[src/rtl/cfu_mac_accumulator.sv]
`default_nettype none
// ============================================================================
// Module   : cfu_mac_accumulator
// Brief    : Two-stage 4-lane int8 MAC with offset, 32-bit wrapping accumulator,
//            saturating beat count and valid/ready result handshake.
// Revision : 1.0 - initial release
// ============================================================================
module cfu_mac_accumulator #(
    parameter int LANES = 4,
    parameter int ACC_W = 32,
    parameter int CNT_W = 16
) (
    input  logic                 clk,
    input  logic                 rst,
    input  logic [8:0]           input_offset,
    input  logic                 in_valid,
    output logic                 in_ready,
    input  logic [8*LANES-1:0]   in_act,
    input  logic [8*LANES-1:0]   in_filt,
    input  logic                 in_last,
    input  logic                 clear,
    output logic                 acc_valid,
    input  logic                 acc_ready,
    output logic [ACC_W-1:0]     acc_out,
    output logic [CNT_W-1:0]     acc_beats
);

    typedef enum logic [1:0] {
        ST_ACCUM = 2'd0,
        ST_DRAIN = 2'd1,
        ST_HOLD  = 2'd2
    } state_t;

    localparam logic [CNT_W-1:0] c_BEATS_MAX = '1;

    state_t             r_state;
    state_t             w_state_next;
    logic               w_accept;
    logic               w_release;
    logic [17:0]        w_prod [LANES];
    logic [17:0]        r_prod [LANES];
    logic               r_p_valid;
    logic               r_p_last;
    logic [19:0]        w_lane_sum;
    logic [ACC_W-1:0]   w_acc_inc;
    logic [ACC_W-1:0]   r_acc;
    logic [CNT_W-1:0]   r_beats;

    assign in_ready  = (r_state == ST_ACCUM) & ~rst;
    assign acc_valid = (r_state == ST_HOLD);
    assign acc_out   = r_acc;
    assign acc_beats = r_beats;
    assign w_accept  = in_valid & in_ready;
    assign w_release = acc_valid & acc_ready;

    // (act + offset) fits 10b signed; its product with an int8 weight fits 18b signed
    generate
        for (genvar gi = 0; gi < LANES; gi++) begin : g_lane
            logic [9:0]  w_term;
            logic [17:0] w_term_x;
            logic [17:0] w_filt_x;
            assign w_term   = {{2{in_act[8*gi+7]}}, in_act[8*gi +: 8]}
                            + {input_offset[8], input_offset};
            assign w_term_x = {{8{w_term[9]}}, w_term};
            assign w_filt_x = {{10{in_filt[8*gi+7]}}, in_filt[8*gi +: 8]};
            assign w_prod[gi] = w_term_x * w_filt_x;
        end
    endgenerate

    always_comb begin
        w_lane_sum = '0;
        for (int i = 0; i < LANES; i++) begin
            w_lane_sum = w_lane_sum + {{2{r_prod[i][17]}}, r_prod[i]};
        end
    end

    assign w_acc_inc = {{(ACC_W-20){w_lane_sum[19]}}, w_lane_sum};

    always_ff @(posedge clk or posedge rst) begin
        if (rst) begin
            r_state <= ST_ACCUM;
        end else begin
            r_state <= w_state_next;
        end
    end

    always_comb begin
        w_state_next = r_state;
        case (r_state)
            ST_ACCUM: if (w_accept && in_last) w_state_next = ST_DRAIN;
            ST_DRAIN: w_state_next = (r_p_valid && r_p_last) ? ST_HOLD : ST_ACCUM;
            ST_HOLD:  if (acc_ready) w_state_next = ST_ACCUM;
            default:  w_state_next = ST_ACCUM;
        endcase
        // A beat accepted alongside clear starts the new sequence
        if (clear) begin
            w_state_next = (w_accept && in_last) ? ST_DRAIN : ST_ACCUM;
        end
    end

    always_ff @(posedge clk or posedge rst) begin
        if (rst) begin
            r_p_valid <= 1'b0;
            r_p_last  <= 1'b0;
            r_acc     <= '0;
            r_beats   <= '0;
            for (int i = 0; i < LANES; i++) begin
                r_prod[i] <= '0;
            end
        end else begin
            r_p_valid <= w_accept;
            if (w_accept) begin
                r_p_last <= in_last;
                for (int i = 0; i < LANES; i++) begin
                    r_prod[i] <= w_prod[i];
                end
            end
            if (clear || w_release) begin
                r_acc   <= '0;
                r_beats <= '0;
            end else if (r_p_valid) begin
                r_acc <= r_acc + w_acc_inc;
                if (r_beats != c_BEATS_MAX) begin
                    r_beats <= r_beats + 1'b1;
                end
            end
        end
    end

endmodule
`default_nettype wire

[config.mk]
export PLATFORM = sky130hd
export DESIGN_NAME = cfu_mac_accumulator
export DESIGN_NICKNAME = d
export VERILOG_FILES = /design/src/rtl/cfu_mac_accumulator.sv
export SDC_FILE = /design/constraint.sdc
export NUM_CORES = 1
export LEC_CHECK = 0
export BUFFER_PORTS_ARGS = -buffer_cell sky130_fd_sc_hd__clkbuf_2
export CAP_MARGIN = 20
export CORE_ASPECT_RATIO = 1.2
export CORE_UTILIZATION = 54
export DETAILED_ROUTE_END_ITERATION = 10
export PLACE_DENSITY = 0.72
export SLEW_MARGIN = 20
export SYNTH_ARGS = -nofsm -noshare
export SYNTH_HDL_FRONTEND = slang
export SYNTH_SLANG_ARGS = --single-unit
[constraint.sdc]
create_clock -name clk -period 18.6 [get_ports clk]
set_input_delay 3.72 -clock clk [delete_from_list [all_inputs] [get_ports clk]]
set_output_delay 3.72 -clock clk [all_outputs]
set_load 0.01 [all_outputs]
==> run_results.csv <==
group,metric,value,unit
logic_synthesis,post_synth_inst_count,2341,
floorplan,top_level_ports,129,
floorplan,die_height,218.0,µm
route,viasPerCell,5.446,
worst_setup_path,endpoint_kind,"register",
final_layout,areaGrowthSynthToFinish,8.313,%
sta,timing.max_slew.rel_slack,37.09,%
route,detailedRoute.firstIterationViolations,860,
flow_run,max_cap_viol_count,0,
route,route.met2.wl,24350,µm
route,vias,16040,
place,dpl_hpwl,39590,µm
sta,final_min_period_over_clock_period,52.64,%
logic_synthesis,synth_compound_area_share,10.36,%
hold_path,hold_class,"register to register",
clocking,post-cts-setup-buffers,0,
hold_path,worstHoldPathCells,1,
logic_synthesis,synth_seq_area_share,14.78,%
logic_synthesis,synth_edf_count,0,
global_routing,antenna_found_initial,0,
route,detail_route.first_pass.iterations,5,
worst_setup_path,cp_slowest_stage_delay,560,ps
final_layout,most-common-layout-cells,"sky130_fd_sc_hd__inv_1, sky130_fd_sc_hd__fa_1, sky130_fd_sc_hd__ha_1",
logic_synthesis,synthAdderAreaFrac,42.88,%
clocking,h_tree_depth_reported_by_cts,4,
clocking,clkSinkCount,124,
sta,setup_tns,0,ps
logic_synthesis,synth_top_flop_cell,"sky130_fd_sc_hd__dfrtp_1",
logic_synthesis,async_reset_ff_share,100.0,%
route,maxUsedRoutingLayer,"met4",
route,wl_met1,19750,µm
final_layout,antenna_cells,0,
clocking,clockRootBuffer,"sky130_fd_sc_hd__clkbuf_16",
logic_synthesis,synth_simple_gate_area_share,15.30,%
clocking,holdBufCountCts,0,
route,routed_wire_length_per_instance,16.23,µm
final_layout,multi_input_comb_area,15880,µm²
route,detailroute.wirelength.met3,1597,µm
floorplan,die_width,182.0,µm
worst_setup_path,cp_slowest_cell,"sky130_fd_sc_hd__xnor2_1",
floorplan,initial_core_util,55.17,%
logic_synthesis,synthDistinctLibCells,62,
place,place.gp.congestion,0.9040,
worst_setup_path,timing.critical_path.fanout_max,8,
worst_setup_path,ff2ff_setup_slack,12390,ps
logic_synthesis,postSynthNetCount,2953,
worst_setup_path,crit_path_start_kind,"primary input",
clocking,cts_bufs_inserted,17,
place,placement.io_buffers,128,
sta,layout_min_cycle_time,9792,ps
sta,fin_worst_skew,11.22,ps
global_routing,pin_count_of_the_biggest_net_entering_global_routing,75,
sta,hold_viol,0,
sta,unrepaired_setup_endpoints_after_global_routing,"false",
sta,setup_viol_count_final,0,
global_routing,grt.total_usage,25.58,%
floorplan,row_cnt,78,
worst_setup_path,critical_path_required,18890,ps
global_routing,grt_pass1_vias,17090,
status,status,"finished, final reports clean",
logic_synthesis,synth_top_family_by_area,"adder cells",
sta,worst_pin_slew,943.7,ps
logic_synthesis,mean_cell_area_of_the_mapped_netlist,8.970,µm²
route,detail_route.wirelength,47800,µm
global_routing,overflow_after_grt,0,
worst_setup_path,critPathMostFrequentCell,"sky130_fd_sc_hd__fa_1",
clocking,path_clk_slew,70,ps
logic_synthesis,yosys_warnings,0,
floorplan,std_cell_core_area,38060,µm²
final_layout,register_area,3104,µm²
logic_synthesis,post_synth_xor_area_fraction,5.756,%
clocking,worst_skew_pair.late_latency,430,ps
final_layout,layout-drive-gt1-share,7.421,%
worst_setup_path,timing.critical_path.arrival,10080,ps
clocking,post_cts_resized,0,
final_layout,nFillCells,3330,
final_layout,final_common_cell,"sky130_fd_sc_hd__inv_1",
clocking,tritoncts_clock_tree,"done",
route,drtAntennaViolNets,0,
sta,finalMaxSlewViolations,0,
logic_synthesis,synth-seq-cells,124,
clocking,clockBufferDepth,2,
route,detail_route.drc_violations,0,
global_routing,grt_first_pass_wirelength,81410,µm
floorplan,fp.dieArea,39680,µm²
worst_setup_path,ws_path_type,"primary input to register",
logic_synthesis,mapped_area,21000,µm²
worst_setup_path,r2r.worst_path.cells,25,
final_layout,finish.net_count,3065,
logic_synthesis,yosys-mux-area-fraction,1.275,%
sta,timing.fmax,102.1,MHz
-- cell usage after synthesis, types with 18 or more instances --
master | instances | area [µm²]
sky130_fd_sc_hd__nand3_1 | 24 | 120.1
sky130_fd_sc_hd__ha_1 | 222 | 2778
sky130_fd_sc_hd__clkbuf_1 | 37 | 138.9
sky130_fd_sc_hd__inv_1 | 494 | 1854
sky130_fd_sc_hd__xnor2_1 | 104 | 910.9
sky130_fd_sc_hd__and2_1 | 184 | 1151
sky130_fd_sc_hd__nand2_1 | 177 | 664.4
sky130_fd_sc_hd__o21bai_1 | 18 | 135.1
sky130_fd_sc_hd__o21ai_0 | 84 | 420.4
sky130_fd_sc_hd__xor2_1 | 34 | 297.8
sky130_fd_sc_hd__a21o_1 | 29 | 217.7
sky130_fd_sc_hd__nor2b_1 | 35 | 219.0
sky130_fd_sc_hd__mux2i_1 | 20 | 200.2
sky130_fd_sc_hd__dfrtp_1 | 124 | 3103
sky130_fd_sc_hd__fa_1 | 311 | 6226
sky130_fd_sc_hd__o211ai_1 | 21 | 157.7
sky130_fd_sc_hd__nand2b_1 | 23 | 143.9
sky130_fd_sc_hd__a21oi_1 | 87 | 435.4
sky130_fd_sc_hd__o21ai_1 | 40 | 200.2
sky130_fd_sc_hd__nor2_1 | 97 | 364.1
-- routing by layer --
metal | GRT usage, % | vias up
met5 | 0 | -
met3 | 2.538 | 90
met2 | 46.04 | 330
met1 | 30.90 | 8024
met4 | 11.48 | 0
li1 | - | 7600
-- state kept, by name (all words and copies together), names as in the netlist --
name / cells
acc_beats: 16
acc_out: 32
r_p_last: 1
r_p_valid: 1
r_prod: 72
r_state: 2
-- worst paths after layout --
kind                                  from           to
min                               r_p_last     r_p_last
max                        input_offset[1]   r_prod[35]
min reg2reg                       r_p_last     r_p_last
min in group asynchronous              rst   r_state[0]
max reg2reg                     r_prod[19]  acc_out[30]
max in group asynchronous              rst   r_prod[12]
-- stage by stage --
step / worst slack, ps / area (µm²) / hold WS, ps / util [%] / cells
2_1_floorplan: 9427 / 21000 / 445.3 / - / 2341
3_3_place_gp: 8621 / 22140 / 463.5 / 58.18 / 2914
3_5_place_dp: 8393 / 22140 / 466.8 / 58.18 / 2914
4_1_cts: 8816 / 22740 / 481.8 / 59.75 / 2946
5_1_grt: 8388 / 22740 / 516.7 / 59.75 / 2946
6_report: 8808 / 22740 / 481.9 / 59.75 / 2946
-- layout make-up --
class | instances | share of cell area (%)
multi-input cells | 1677 | 69.81
inverters | 499 | 8.247
well taps | 480 | 2.641
repair buffers | 134 | 3.015
flip-flops and latches | 124 | 13.65
clock inverters | 15 | 0.7702
clock buffers | 17 | 1.870
-- cells by family after synthesis --
kind of cell               count (synthesis)
xor gates and xnor gates                 138
DFF                                      124
muxes                                     26
AOI/OAI and AO/OA                        359
buffers and inverters                    540
and+or+nand+nor                          621
adders and majority gates                533
-- worst max-delay path: cells and delay by family --
kind                     cells  cell delay, ps
adder cells (fa/ha/maj)      6            2840
AO/OA/AOI/OAI                9            1600
XOR/XNOR                     2             710
buffers and inverters        5             640
AND/OR/NAND/NOR              4             530
Power is not shown: default switching activity piles up to over one toggle a cycle in this logic, so the estimate is an artifact.
